## src/rtl/systolic_sched_ctrl.sv

```systemverilog
// Sequencer for an output-stationary systolic array: operand intake, input skew, phase control.
// Optional bubble counter enabled by defining SYS_SCHED_PERF_EN.
module systolic_sched_ctrl #(
  parameter int ROWS      = 5,
  parameter int COLS      = 5,
  parameter int WORD_SIZE = 16,
  parameter int K_MAX     = 64,
  parameter int KW        = $clog2(K_MAX + 1)
) (
  input  logic                      clk,
  input  logic                      rst,
  input  logic                      start,
  input  logic [KW-1:0]             k_len,
  output logic                      busy,
  output logic                      done,
  input  logic [ROWS*WORD_SIZE-1:0] a_vec,
  input  logic                      a_valid,
  output logic                      a_ready,
  input  logic [COLS*WORD_SIZE-1:0] b_vec,
  input  logic                      b_valid,
  output logic                      b_ready,
  output logic [ROWS*WORD_SIZE-1:0] left_in_bus,
  output logic [COLS*WORD_SIZE-1:0] top_in_bus,
  output logic                      ctl_stat_bit_in,
  output logic                      ctl_dummy_fsm_op2_select_in,
  output logic                      ctl_dummy_fsm_out_select_in,
  input  logic [COLS*WORD_SIZE-1:0] bottom_out_bus,
  output logic [COLS*WORD_SIZE-1:0] res_vec,
  output logic                      res_valid,
  output logic [15:0]               perf_bubbles
);

  localparam int PW = $clog2(ROWS + COLS + 1);
  localparam logic [KW-1:0] KMax      = KW'(K_MAX);
  localparam logic [PW-1:0] FlushLast = PW'(ROWS + COLS - 2);
  localparam logic [PW-1:0] DrainLast = PW'(ROWS);

  typedef enum logic [2:0] {StIdle, StClear, StCompute, StFlush, StDrain} state_e;

  state_e          r_state;
  logic [KW-1:0]   r_k_len;
  logic [KW-1:0]   r_cnt;
  logic [PW-1:0]   r_phase;
  logic            r_done;
  logic            r_stat;
  logic            r_op2;
  logic            r_out_sel;
  logic            r_res_valid;

  logic            w_window;
  logic            w_accept;
  logic            w_last_beat;
  logic [ROWS*WORD_SIZE-1:0] w_a_feed;
  logic [COLS*WORD_SIZE-1:0] w_b_feed;

  assign w_window    = (r_state == StCompute) && (r_cnt < r_k_len);
  assign w_accept    = w_window && a_valid && b_valid;
  assign w_last_beat = w_accept && ((r_cnt + KW'(1)) == r_k_len);

  assign a_ready = w_window && b_valid;
  assign b_ready = w_window && a_valid;

  always_ff @(posedge clk or negedge rst) begin
    if (!rst) begin
      r_state     <= StIdle;
      r_k_len     <= '0;
      r_cnt       <= '0;
      r_phase     <= '0;
      r_done      <= 1'b0;
      r_stat      <= 1'b0;
      r_op2       <= 1'b0;
      r_out_sel   <= 1'b0;
      r_res_valid <= 1'b0;
    end else begin
      r_done <= 1'b0;
      unique case (r_state)
        StIdle: begin
          if (start) begin
            r_k_len <= (k_len > KMax) ? KMax : k_len;
            r_cnt   <= '0;
            r_state <= StClear;
          end
        end
        StClear: begin
          r_op2 <= 1'b1;
          if (r_k_len == '0) begin
            r_state <= StFlush;
            r_phase <= FlushLast;
          end else begin
            r_state <= StCompute;
          end
        end
        StCompute: begin
          if (w_accept) begin
            r_cnt <= r_cnt + KW'(1);
            if (w_last_beat) begin
              r_state <= StFlush;
              r_phase <= FlushLast;
            end
          end
        end
        StFlush: begin
          if (r_phase == '0) begin
            r_state   <= StDrain;
            r_phase   <= DrainLast;
            r_op2     <= 1'b0;
            r_stat    <= 1'b1;
            r_out_sel <= 1'b1;
          end else begin
            r_phase <= r_phase - PW'(1);
          end
        end
        StDrain: begin
          // First drain cycle only moves the bottom row into the array's output register.
          if (r_phase == '0) begin
            r_state     <= StIdle;
            r_stat      <= 1'b0;
            r_out_sel   <= 1'b0;
            r_res_valid <= 1'b0;
            r_done      <= 1'b1;
          end else begin
            r_phase     <= r_phase - PW'(1);
            r_res_valid <= 1'b1;
          end
        end
        default: r_state <= StIdle;
      endcase
    end
  end

  assign busy                        = (r_state != StIdle);
  assign done                        = r_done;
  assign ctl_stat_bit_in             = r_stat;
  assign ctl_dummy_fsm_op2_select_in = r_op2;
  assign ctl_dummy_fsm_out_select_in = r_out_sel;
  assign res_valid                   = r_res_valid;
  assign res_vec                     = r_res_valid ? bottom_out_bus : '0;

  // Non-accepting cycles feed zeros so the accumulators see a harmless bubble.
  assign w_a_feed = w_accept ? a_vec : '0;
  assign w_b_feed = w_accept ? b_vec : '0;

  for (genvar gr = 0; gr < ROWS; gr++) begin : g_row_skew
    logic [WORD_SIZE-1:0] w_in;
    assign w_in = w_a_feed[gr*WORD_SIZE +: WORD_SIZE];
    if (gr == 0) begin : g_direct
      assign left_in_bus[gr*WORD_SIZE +: WORD_SIZE] = w_in;
    end else begin : g_delay
      logic [WORD_SIZE-1:0] r_dly [gr];
      always_ff @(posedge clk or negedge rst) begin
        if (!rst) begin
          for (int i = 0; i < gr; i++) r_dly[i] <= '0;
        end else begin
          r_dly[0] <= w_in;
          for (int i = 1; i < gr; i++) r_dly[i] <= r_dly[i-1];
        end
      end
      assign left_in_bus[gr*WORD_SIZE +: WORD_SIZE] = r_dly[gr-1];
    end
  end

  for (genvar gc = 0; gc < COLS; gc++) begin : g_col_skew
    logic [WORD_SIZE-1:0] w_in;
    assign w_in = w_b_feed[gc*WORD_SIZE +: WORD_SIZE];
    if (gc == 0) begin : g_direct
      assign top_in_bus[gc*WORD_SIZE +: WORD_SIZE] = w_in;
    end else begin : g_delay
      logic [WORD_SIZE-1:0] r_dly [gc];
      always_ff @(posedge clk or negedge rst) begin
        if (!rst) begin
          for (int i = 0; i < gc; i++) r_dly[i] <= '0;
        end else begin
          r_dly[0] <= w_in;
          for (int i = 1; i < gc; i++) r_dly[i] <= r_dly[i-1];
        end
      end
      assign top_in_bus[gc*WORD_SIZE +: WORD_SIZE] = r_dly[gc-1];
    end
  end

`ifdef SYS_SCHED_PERF_EN
  logic [15:0] r_perf;
  always_ff @(posedge clk or negedge rst) begin
    if (!rst) begin
      r_perf <= '0;
    end else if ((r_state == StIdle) && start) begin
      r_perf <= '0;
    end else if (w_window && !w_accept && (r_perf != 16'hFFFF)) begin
      r_perf <= r_perf + 16'd1;
    end
  end
  assign perf_bubbles = r_perf;
`else
  assign perf_bubbles = 16'h0;
`endif

endmodule
```

## config.mk

```make
export PLATFORM = sky130hd
export DESIGN_NAME = systolic_sched_ctrl
export DESIGN_NICKNAME = d
export VERILOG_FILES = /design/src/rtl/systolic_sched_ctrl.sv
export SDC_FILE = /design/constraint.sdc
export NUM_CORES = 1
export LEC_CHECK = 0
export ABC_CLOCK_PERIOD_IN_PS = 6300
export CAP_MARGIN = 20
export CORE_AREA = 2 2 202 204
export DETAILED_ROUTE_END_ITERATION = 8
export DIE_AREA = 0 0 204 206
export GPL_TIMING_DRIVEN = 0
export PLACE_DENSITY = 0.62
export SLEW_MARGIN = 15
export SYNTH_ARGS = -nofsm -noshare
export SYNTH_HDL_FRONTEND = slang
export SYNTH_SLANG_ARGS = --single-unit
```

## constraint.sdc

```tcl
create_clock -name clk -period 6.3 [get_ports clk]
set_input_delay 0.945 -clock clk [delete_from_list [all_inputs] [get_ports clk]]
set_output_delay 0.945 -clock clk [all_outputs]
set_load 0.03 [all_outputs]
```

==> metrics.txt <==
CP Class reg2out; DP Area approximately 0.018 sq mm; YS warnings 0; max_slew headroom 44.5%; WP data required 5.35 ns; gr usage total ~16%; # port buffers 499; syn avg cell area 13.2 sq um; final hold viol count 0; clock sinks approximately 350; Post-DRT Antenna Nets 0; worst-case vdd ir drop 0.000162 V; multi-input combinational cell area 0.00255 sq mm; asr flop ratio synth between 90% and 100%; CTS root buffer clkbuf_16; H-Tree Depth 2; fin area 0.0195 sq mm; Worst-Skew Late Latency 0.54 ns; die width 204 microns; area grow syn2layout 56.8%; first drt pass iteration count 4; Tcrit/Tclk final a little under nine tenths; Placer Congestion 0.894; post-synthesis register bit count around 350; skew final 0.0236 ns; first-pass GRT wire length 50.3 mm; Cell Rows 74; # hold bufs at CTS 0; global route overflow 0; Sequential Area 0.00863 sq mm; routed vias/inst 4.12; initial antenna violation count 6; most common cell after layout, fill and taps aside clkdlybuf4s50_1; Seq/Total Area, Yosys 69.2%; Reg clk slew, reported paths about 0.06 ns; mapped cell area 0.0125 sq mm; max frequency between 150 and 200 MHz; nets@finish between 1500 and 2000; Lkg Pwr roughly 0.0097 uW; Min Clock Period, post-route 5.36 ns; Syn Inst Count between 900 and 1000; Least-Margin Pin Slew between 0.8 and 0.9 ns; vias in the first global route between 8000 and 9000; hpwl dp 26.2 mm; ys flop type dfrtp_1; layout cells sized above 1 between 10 and 15%; die area between 0.04 and 0.05 sq mm; Top-Level Pins approximately 520; highest-count cells in the layout ignoring fill and taps clkdlybuf4s50_1 (498), dfrtp_1 (345), and3_1 (161); Num CTS Buffers 38; postcts setup bufs 0; pin count of the biggest net entering global routing 108; EDFF count, synth 0; Worst Setup End Kind output port; post-detailed-route DRC marker count 0; maximum root-to-sink buffer count 3; maximum capacitance violations 0; Hold Path Class reg2reg; die height roughly 210 microns; CTS tree done; Arrival @ worst endpoint 4.42 ns; Slew Limit Fails 0; Routed wire per std cell about 17 microns; Initial Utilization 31.0%; Final setup viols 0; Synth cell types 47; via count 8498; Layout fillers 3580; Cell Pwr Density 362 mW/mm^2; worst-path fanout max 10; RSZ-0062 raised after global routing no; setup TNS 0 ns; status complete, no violations; post_cts resized 0; DR iter-0 viols 337; core area 0.0402 sq mm; CP Launch Type flop; Total Routed Length 34.9 mm
## final timing paths
path / from / to / slack [ns] / cells past startpoint
min in group asynchronous: rst / g_col_skew[4].g_delay.r_dly[30] / 0.36 / 1
hold reg to reg: g_col_skew[2].g_delay.r_dly[21] / top_in_bus[37] / 0.34 / 0
setup / recovery: r_cnt[2] / top_in_bus[14] / 0.94 / 9
max in group asynchronous: rst / g_row_skew[2].g_delay.r_dly[22] / 4.62 / 3
hold / removal: g_col_skew[2].g_delay.r_dly[21] / top_in_bus[37] / 0.34 / 0
setup reg to reg: r_cnt[2] / g_col_skew[1].g_delay.r_dly[3] / 3.12 / 7
## cell type report
class,instances,share of cell area (%)
diodes,2,0.0256
plain buffers,195,6.61
clock buffers,46,5.33
clock inverters,23,1.15
inverters,13,0.250
multi-input cells,403,13.0
flip-flops and latches,345,44.2
well taps,532,3.41
repair buffers,502,26.0
## cell usage after synthesis, types with 2 or more instances
cell,instances,area [sq um]
and3_1,161,1010
o2111a_1,2,22.5
xnor2_1,6,52.6
dfrtp_1,345,8630
buf_6,2,22.5
and2_1,88,551
nand3_1,6,30.0
nand2_1,12,45.0
nand2b_1,3,18.8
clkbuf_1,48,180
o31ai_1,4,30.0
nor3_1,3,15.0
nor4_1,2,12.5
nand4_1,2,12.5
a21o_1,2,15.0
or3b_2,2,17.5
buf_4,145,1090
a31oi_1,5,31.3
nor3b_1,2,15.0
nor2_1,14,52.6
nand3b_1,7,52.6
a21oi_1,13,65.1
inv_1,13,48.8
xor2_1,2,17.5
o21ai_0,19,95.1
ha_1,10,125
nor2b_1,3,18.8
## layer usage
layer	track usage (%)	vias up	share of wire, %	routed length (microns)
li1	-	4065	-	-
met2	24.5	237	47	16300
met5	0	-	0.14	49
met4	6.00	8	2.7	928
met1	21.8	4130	45	15500
met3	4.13	58	6.0	2110
## power breakdown
group          switching, uW  internal (uW)
sequential               142           2550
combinational           1200            951
clock                    899           1320
total                   2250           4820
## sequential cells by signal, indices dropped and copies added, names as in the netlist
| name | count |
|---|---|
| ctl_dummy_fsm_op2_select_in | 1 |
| ctl_dummy_fsm_out_select_in | 1 |
| done | 1 |
| g_col_skew.g_delay.r_dly | 112 |
| g_row_skew.g_delay.r_dly | 112 |
| left_in_bus | 48 |
| r_cnt | 7 |
| r_k_len | 7 |
| r_phase | 4 |
| r_state | 3 |
| res_valid | 1 |
| top_in_bus | 48 |
## worst max-delay path, stage by stage, from the launching register on
cell             delay, ns
dfrtp_1               0.48
ha_1                  0.34
a21oi_1               0.13
a211o_1               0.21
clkbuf_1              0.64
clkbuf_1              0.65
clkbuf_1              0.38
and3_1                0.26
buf_4                 0.11
clkdlybuf4s50_1       0.66
## cell families after synthesis
| kind of cell | after synthesis | synth area share (%) |
|---|---|---|
| flops | 345 | 69.2 |
| simple gates | 311 | 15.4 |
| buf+inv | 208 | 10.7 |
| compound gates | 56 | 2.88 |
| fa+ha+maj | 10 | 1.00 |
| xor+xnor | 8 | 0.562 |
| mux | 2 | 0.171 |
| other cells | 1 | 0.0301 |
## per-stage QoR
stage	hold slack (ns)	instances	power, uW	setup WS [ns]	utilization [%]
global route	0.346	2060	7440	0.659	48.6
detailed placement	0.335	1990	4900	1.38	45.5
global placement	0.331	1987	4870	-10.24	45.3
CTS	0.330	2059	7180	0.817	48.6
finish	0.335	2061	7070	0.936	48.6
floorplan	0.331	956	3970	3.22	-
Note: power is estimated with default switching activity, not from simulation.
